`src/rtl/alu_exec_unit.sv`:
```
// Registered, handshaked ALU execute stage with valid/ready on both sides.
// Optional iterative SLL (op 011) is enabled by defining ALU_SHIFT_EN.
//
// state | meaning
// IDLE  | ready for a request; in_ready = 1
// SHIFT | iterative left shift in progress (ALU_SHIFT_EN only)
// DONE  | result/flags valid, held until out_ready
module alu_exec_unit #(
  parameter int WIDTH = 32
) (
  input  logic             clk,
  input  logic             rst,
  input  logic [2:0]       ALU_op,
  input  logic [WIDTH-1:0] A,
  input  logic [WIDTH-1:0] B,
  input  logic             in_valid,
  output logic             in_ready,
  output logic [WIDTH-1:0] result,
  output logic             zero,
  output logic             overflow,
  output logic             out_valid,
  input  logic             out_ready
);

  localparam int CNT_W = $clog2(WIDTH);

  localparam logic [1:0] ST_IDLE  = 2'd0;
`ifdef ALU_SHIFT_EN
  localparam logic [1:0] ST_SHIFT = 2'd1;
`endif
  localparam logic [1:0] ST_DONE  = 2'd2;

  localparam logic [2:0] OP_ADD = 3'b000;
  localparam logic [2:0] OP_SUB = 3'b100;
  localparam logic [2:0] OP_AND = 3'b001;
  localparam logic [2:0] OP_OR  = 3'b101;
  localparam logic [2:0] OP_XOR = 3'b010;
  localparam logic [2:0] OP_SLT = 3'b110;
`ifdef ALU_SHIFT_EN
  localparam logic [2:0] OP_SLL = 3'b011;
`endif

  logic [1:0]       state_q, state_d;
  logic [WIDTH-1:0] result_q, result_d;
  logic             zero_q, zero_d;
  logic             ovf_q, ovf_d;

`ifdef ALU_SHIFT_EN
  logic [WIDTH-1:0] shreg_q, shreg_d;
  logic [CNT_W-1:0] cnt_q, cnt_d;
  logic [WIDTH-1:0] shreg_shl;
  logic [CNT_W-1:0] sll_amt;

  assign shreg_shl = {shreg_q[WIDTH-2:0], 1'b0};
  assign sll_amt   = B[CNT_W-1:0];
`endif

  logic [WIDTH-1:0] sum;
  logic [WIDTH-1:0] diff;
  logic             slt;
  logic [WIDTH-1:0] alu_res;
  logic             alu_ovf;

  assign sum  = A + B;
  assign diff = A - B;
  // Direct signed compare rather than diff's sign bit, so SLT stays correct when A-B overflows.
  assign slt  = ($signed(A) < $signed(B));

  always_comb begin
    alu_res = '0;
    alu_ovf = 1'b0;
    case (ALU_op)
      OP_ADD: begin
        alu_res = sum;
        alu_ovf = (A[WIDTH-1] == B[WIDTH-1]) && (sum[WIDTH-1] != A[WIDTH-1]);
      end
      OP_SUB: begin
        alu_res = diff;
        alu_ovf = (A[WIDTH-1] != B[WIDTH-1]) && (diff[WIDTH-1] != A[WIDTH-1]);
      end
      OP_AND:  alu_res = A & B;
      OP_OR:   alu_res = A | B;
      OP_XOR:  alu_res = A ^ B;
      OP_SLT:  alu_res = {{(WIDTH-1){1'b0}}, slt};
      default: alu_res = '0;
    endcase
  end

  always_comb begin
    state_d  = state_q;
    result_d = result_q;
    zero_d   = zero_q;
    ovf_d    = ovf_q;
`ifdef ALU_SHIFT_EN
    shreg_d  = shreg_q;
    cnt_d    = cnt_q;
`endif
    case (state_q)
      ST_IDLE: begin
        if (in_valid) begin
          result_d = alu_res;
          zero_d   = (alu_res == '0);
          ovf_d    = alu_ovf;
          state_d  = ST_DONE;
`ifdef ALU_SHIFT_EN
          if (ALU_op == OP_SLL) begin
            ovf_d = 1'b0;
            if (sll_amt == '0) begin
              result_d = A;
              zero_d   = (A == '0);
            end else begin
              shreg_d = A;
              cnt_d   = sll_amt;
              state_d = ST_SHIFT;
            end
          end
`endif
        end
      end
`ifdef ALU_SHIFT_EN
      ST_SHIFT: begin
        shreg_d = shreg_shl;
        cnt_d   = cnt_q - 1'b1;
        if (cnt_q == CNT_W'(1)) begin
          result_d = shreg_shl;
          zero_d   = (shreg_shl == '0);
          ovf_d    = 1'b0;
          state_d  = ST_DONE;
        end
      end
`endif
      ST_DONE: begin
        if (out_ready) begin
          state_d = ST_IDLE;
        end
      end
      default: state_d = ST_IDLE;
    endcase
  end

  always_ff @(posedge clk) begin
    if (rst) begin
      state_q  <= ST_IDLE;
      result_q <= '0;
      zero_q   <= 1'b0;
      ovf_q    <= 1'b0;
`ifdef ALU_SHIFT_EN
      shreg_q  <= '0;
      cnt_q    <= '0;
`endif
    end else begin
      state_q  <= state_d;
      result_q <= result_d;
      zero_q   <= zero_d;
      ovf_q    <= ovf_d;
`ifdef ALU_SHIFT_EN
      shreg_q  <= shreg_d;
      cnt_q    <= cnt_d;
`endif
    end
  end

  assign in_ready  = (state_q == ST_IDLE);
  assign out_valid = (state_q == ST_DONE);
  assign result    = result_q;
  assign zero      = zero_q;
  assign overflow  = ovf_q;

endmodule

```
`config.mk`:
```
export PLATFORM = sky130hd
export DESIGN_NAME = alu_exec_unit
export DESIGN_NICKNAME = d
export VERILOG_FILES = /design/src/rtl/alu_exec_unit.sv
export SDC_FILE = /design/constraint.sdc
export NUM_CORES = 1
export LEC_CHECK = 0
export BUFFER_PORTS_ARGS = -buffer_cell sky130_fd_sc_hd__buf_2
export CAP_MARGIN = 0
export CORE_MARGIN = 2
export CORE_UTILIZATION = 45
export DETAILED_ROUTE_END_ITERATION = 16
export HOLD_SLACK_MARGIN = 0.05
export PLACE_DENSITY = 0.75
export SYNTH_ARGS = -nofsm -noshare
export SYNTH_HDL_FRONTEND = slang
export SYNTH_SLANG_ARGS = --single-unit
```
`constraint.sdc`:
```
create_clock -name clk -period 4 [get_ports clk]
set_input_delay 0.2 -clock clk [delete_from_list [all_inputs] [get_ports clk]]
set_output_delay 0.2 -clock clk [all_outputs]
set_load 0.02 [all_outputs]
```
Yosys cells after proc, flatten, opt, wreduce, memory -nomap -nowiden
Cells that the tools add are included.
{"block": "word_totals", "ff_bits": 36, "inputBits": 71, "word_cells": 34}
{"block": "classes", "add_sub_neg": 2, "order_cmp": 1, "eq_ne": 12, "mux": 5, "bitwise_logic": 3, "n_reduce_logical": 7}
{"cell": "32-bit one-hot mux with 6 select lines", "count": 1}
{"cell": "32-bit adder", "count": 1}
{"cell": "32-bit bitwise AND", "count": 1}
{"cell": "32-bit zero test", "count": 1}
{"cell": "32-bit less-than comparator", "count": 1}
{"cell": "32-bit bitwise OR", "count": 1}
{"cell": "32-bit subtractor", "count": 1}
{"cell": "32-bit bitwise XOR", "count": 1}
{"cell": "3-bit equality test (second input constant)", "count": 3}
{"cell": "2-bit 2-to-1 mux", "count": 2}
{"cell": "2-bit one-hot mux with 2 select lines", "count": 1}
{"cell": "2-bit AND reduction", "count": 2}
{"cell": "3-bit by 1-bit equality test with 1-bit output (second input constant)", "count": 1}
{"cell": "3-bit by 2-bit equality test with 1-bit output (second input constant)", "count": 1}
{"cell": "3-bit zero test", "count": 1}
{"cell": "1-bit != test", "count": 3}
{"cell": "2-bit equality test (second input constant)", "count": 1}
{"cell": "1-bit logical AND", "count": 2}
{"cell": "2-bit zero test", "count": 1}
{"cell": "2-bit by 1-bit != test with 1-bit output (second input constant)", "count": 1}
{"cell": "2-bit != test (second input constant)", "count": 1}
{"cell": "1-bit one-hot mux with 2 select lines", "count": 1}
{"cell": "1-bit equality test", "count": 1}

Logic depth before layout (Yosys ltp)
{"block": "logic_depth", "ltp_word": 4, "mapped_depth": 14}

Least setup slack after synthesis
OpenSTA, ideal clock, no wires.
{"block": "synth_timing", "path_kind": "input-to-reg", "startpoint": "input port A[0]", "endpoint": "register zero_q (netlist: zero)", "setup_time_ns": 0.116, "arrival_time_ns": 3.189, "path_slack_ns": 0.695, "path_stages": 14, "path_cell_list": "inv_1 > ha_1 > fa_1 > or2_4 > a2111o_1 > a31oi_2 > a211oi_1 > o21a_1 > or4_1 > a31oi_1 > nor4b_1 > o2111ai_1 > nor2_1 > a31o_1"}
{"block": "synth_via", "elab_chain_cells": 3, "word_cells_on_any_way": 8}
{"item": "from (decl)", "line": "14", "text": "input logic [WIDTH-1:0] A,"}
{"item": "32-bit subtractor, or another cell as far along", "line": "65", "text": "assign diff = A - B;"}
{"item": "32-bit one-hot mux with 6 select lines *", "line": "72", "text": "case (ALU_op)"}
{"item": "32-bit zero test *", "line": "102", "text": "zero_d = (alu_res == '0);"}
{"item": "to (signal assigned)", "line": "154", "text": "zero_q <= zero_d;"}
{"item": "to (decl)", "line": "45", "text": "logic zero_q, zero_d;"}
Every way passes the cells marked *; elsewhere a longest branch is shown, timed or not.
A chain may end at the register's enable or synchronous reset.

Final worst setup path
Same ends and word-level chain as after synthesis.

==> impl_metrics.yaml <==
detailed_routing:
  drt_iter0_markers: 970
  vias: 7968
  routed_wl_um: 23800
  wl_per_cell_um: 18.7
  drc: 0
  dr.pass1.iters: 5
  ant_nets: 0
  viasPerCell: 6.25
cells_and_area:
  final_cell_mix: "111 x a21oi_1, 110 x nor2_1, 106 x buf_2, 104 x inv_1, 102 x ha_1"
  final_common_cell: "a21oi_1"
  fin_nets: 1260
  post-route-cell-area_um2: 7890
  final_util_pct: 51.9
  diodes: 0
  syn2layout_area_growth_pct: 12.6
  drive_gt1_share_pct: 15.9
timing:
  fmax_mhz: 277
  min_period_ps: 3620
  hold_violations: 0
  hold_ws_ps: 111
  fin_crit_sh_pct: 90.4
  finClkSkew_ps: 2.78
  fin_setup_tns_ps: 0
  rsz0062_at_grt: "no"
  slew_headroom_pct: 30.0
  worst_pin_slew_ps: 1040
  maxSlewViolCount: 0
  final-setup-viol-count: 0
pwr:
  peakVddDrop_uv: 260
  pwr-share-comb_pct: 56.1
  powerDensity_nw_per_um2: 244
  net-switching-power_uw: 842
  swShare_pct: 43.7
  seqPwrFrac_pct: 20.7
  power.share.clock_pct: 23.3
  p_leak_uw: 0.00364
  p_int_uw: 1080
yosys:
  synth_seq_area_share_pct: 10.0
  async_reset_ff_share_pct: 0
  netlist_instances: 1010
  ys_seq_elements: 35
  yosysTopAreaCellShare_pct: 18.2
  synth_flop_cell: "dfxtp_1"
  synth_top_area_cell: "ha_1"
  synth_cell_types: 85
  avgSynthCellArea_um2: 6.94
  synth.cell_area_um2: 7010
  syn-num-nets: 1185
  ys_warn_count: 0
  synth_edf_count: 0
  ys_top_cells_by_area: "ha_1 18%, dfxtp_1 10%, a21oi_1 7.9%, nor2_1 5.9%, inv_1 5.6%"
die:
  start_util_pct: 46.1
  die_y_um: 129
  die_width_um: 129
  dieArea_um2: 16600
  core-area_um2: 15200
  rows: 45
  ioPinCount: 107
place:
  place_congestion: 1.00
  hpwl_um: 18800
  post_dp_cell_area_um2: 7720
  port_buffers: 106
global_routing:
  antenna_found_initial: 0
  grt.total_usage_pct: 28.3
  grt_overflow: 0
  grt_max_degree: 55
  first_global_vias: 7329
  grt_first_pass_wirelength_um: 38100
worst_setup_path:
  crit_type: "input port to flop"
  worst-path-max-fanout: 4
  cp_cell_sequence: "buf_2 -> ha_1 -> fa_1 -> a211oi_4 -> o21ai_1 -> a2111oi_1 -> a21oi_1 -> a221o_1 -> a21o_1 -> nor4_2 -> o2111ai_1 -> nor2_1 -> a31o_1"
  max_stage_delay_ps: 620
  end_kind: "flop"
  required_ps: 4220
  slowest_stage: "a2111oi_1"
  crit_arrival_ps: 3840
  start_kind: "input port"
  rr_startpoint: "state_q[1]$_SDFFE_PP0P_"
  critPathLaunch: "A[0]"
clock_network:
  cts_buffers: 5
  cts_tree: "yes"
  hold_buffers: 0
  post_cts_buffers: 0
  insertion_delay_ps: 280
  clockRootBuffer: "clkbuf_16"
  clockBufferDepth: 2
  cts.sinks: 35
  clkTransAtPathRegs_ps: 50
  cts_max_level: 2
run_status:
  outcome: "completed"
min_path:
  hold_start: "out_ready"
  hp-class: "input port to flop"
run:
  maxCapViolCount: 0
==> per-layer routing <==
layer	share of wire, %	vias up	GRT usage [%]
met4	2.7	0	8.57
met5	0	-	0
met1	46	3623	40.9
li1	-	3852	-
met3	10	49	3.87
met2	42	444	43.6
==> Yosys cell counts, drive strengths merged (15+ instances only) <==
| cell type | instances |
|---|---|
| clkbuf | 42 |
| nor4 | 15 |
| o31ai | 15 |
| o211ai | 17 |
| a22oi | 15 |
| inv | 104 |
| ha | 102 |
| buf | 22 |
| a21oi | 111 |
| nor3 | 22 |
| dfxtp | 35 |
| nand3 | 17 |
| a21o | 20 |
| nor2 | 110 |
| o21ai | 42 |
| a211oi | 42 |
| nand2 | 57 |
==> worst paths after layout <==
check | endpoint | cells after the start | slack, ps
setup / recovery | zero$_SDFFE_PP0P_ | 13 | 380
hold / removal | state_q[1]$_SDFFE_PP0P_ | 2 | 110
setup reg to reg | zero$_SDFFE_PP0P_ | 10 | 1750
hold reg to reg | result[0]$_SDFFE_PP0P_ | 2 | 450
==> worst max-delay path, delay by kind of cell <==
family	cells	cell delay, ps
fa+ha+maj	2	710
buf+inv	1	110
simple gates	2	430
compound gates	8	2380
==> layout make-up <==
class | count | area, um2
Clock buffer | 6 | 139
Clock inverter | 2 | 35.0
Fill cell | 1520 | 7310
Inverter | 105 | 394
Multi-Input combinational cell | 806 | 5660
Sequential cell | 35 | 701
Tap cell | 188 | 235
Timing Repair Buffer | 132 | 726
==> power groups by stage <==
stage / logic, uW / clock network [uW] / registers [uW]
finish: 1080 / 448 / 398
global route: 1180 / 465 / 400
CTS: 1050 / 452 / 397
detailed placement: 1050 / 0 / 404
global placement: 1050 / 0 / 404
floorplan: 699 / 0 / 438
==> flip-flops by register name (all words and copies together) (netlist names) <==
| signal | flops |
|---|---|
| state_q | 1 |
| result | 32 |
| overflow | 1 |
| zero | 1 |
==> per-stage QoR <==
step                      std cells  total power, uW  setup slack [ps]
after global routing           1274             2050              51.9
final                          1274             1930               384
after floorplan                1010             1140               695
after CTS                      1274             1900               354
after detailed placement       1266             1450              87.1
after global placement         1266             1450               185
==> logic make-up after synthesis <==
logic type               share of synthesized area [%]
adder cells (fa/ha/maj)                           18.8
XOR/XNOR                                          1.75
AO/OA/AOI/OAI                                     38.1
buffers and inverters                             9.37
flip-flops                                        10.0
AND/OR/NAND/NOR                                   20.2
multiplexers                                      1.75
==> timing repair <==
action	4_1_cts	5_1_grt
setup endpoints to repair	0	1
hold endpoints to repair	0	0
gates resized for setup	0	1
Power figures use the tool's default switching activity.
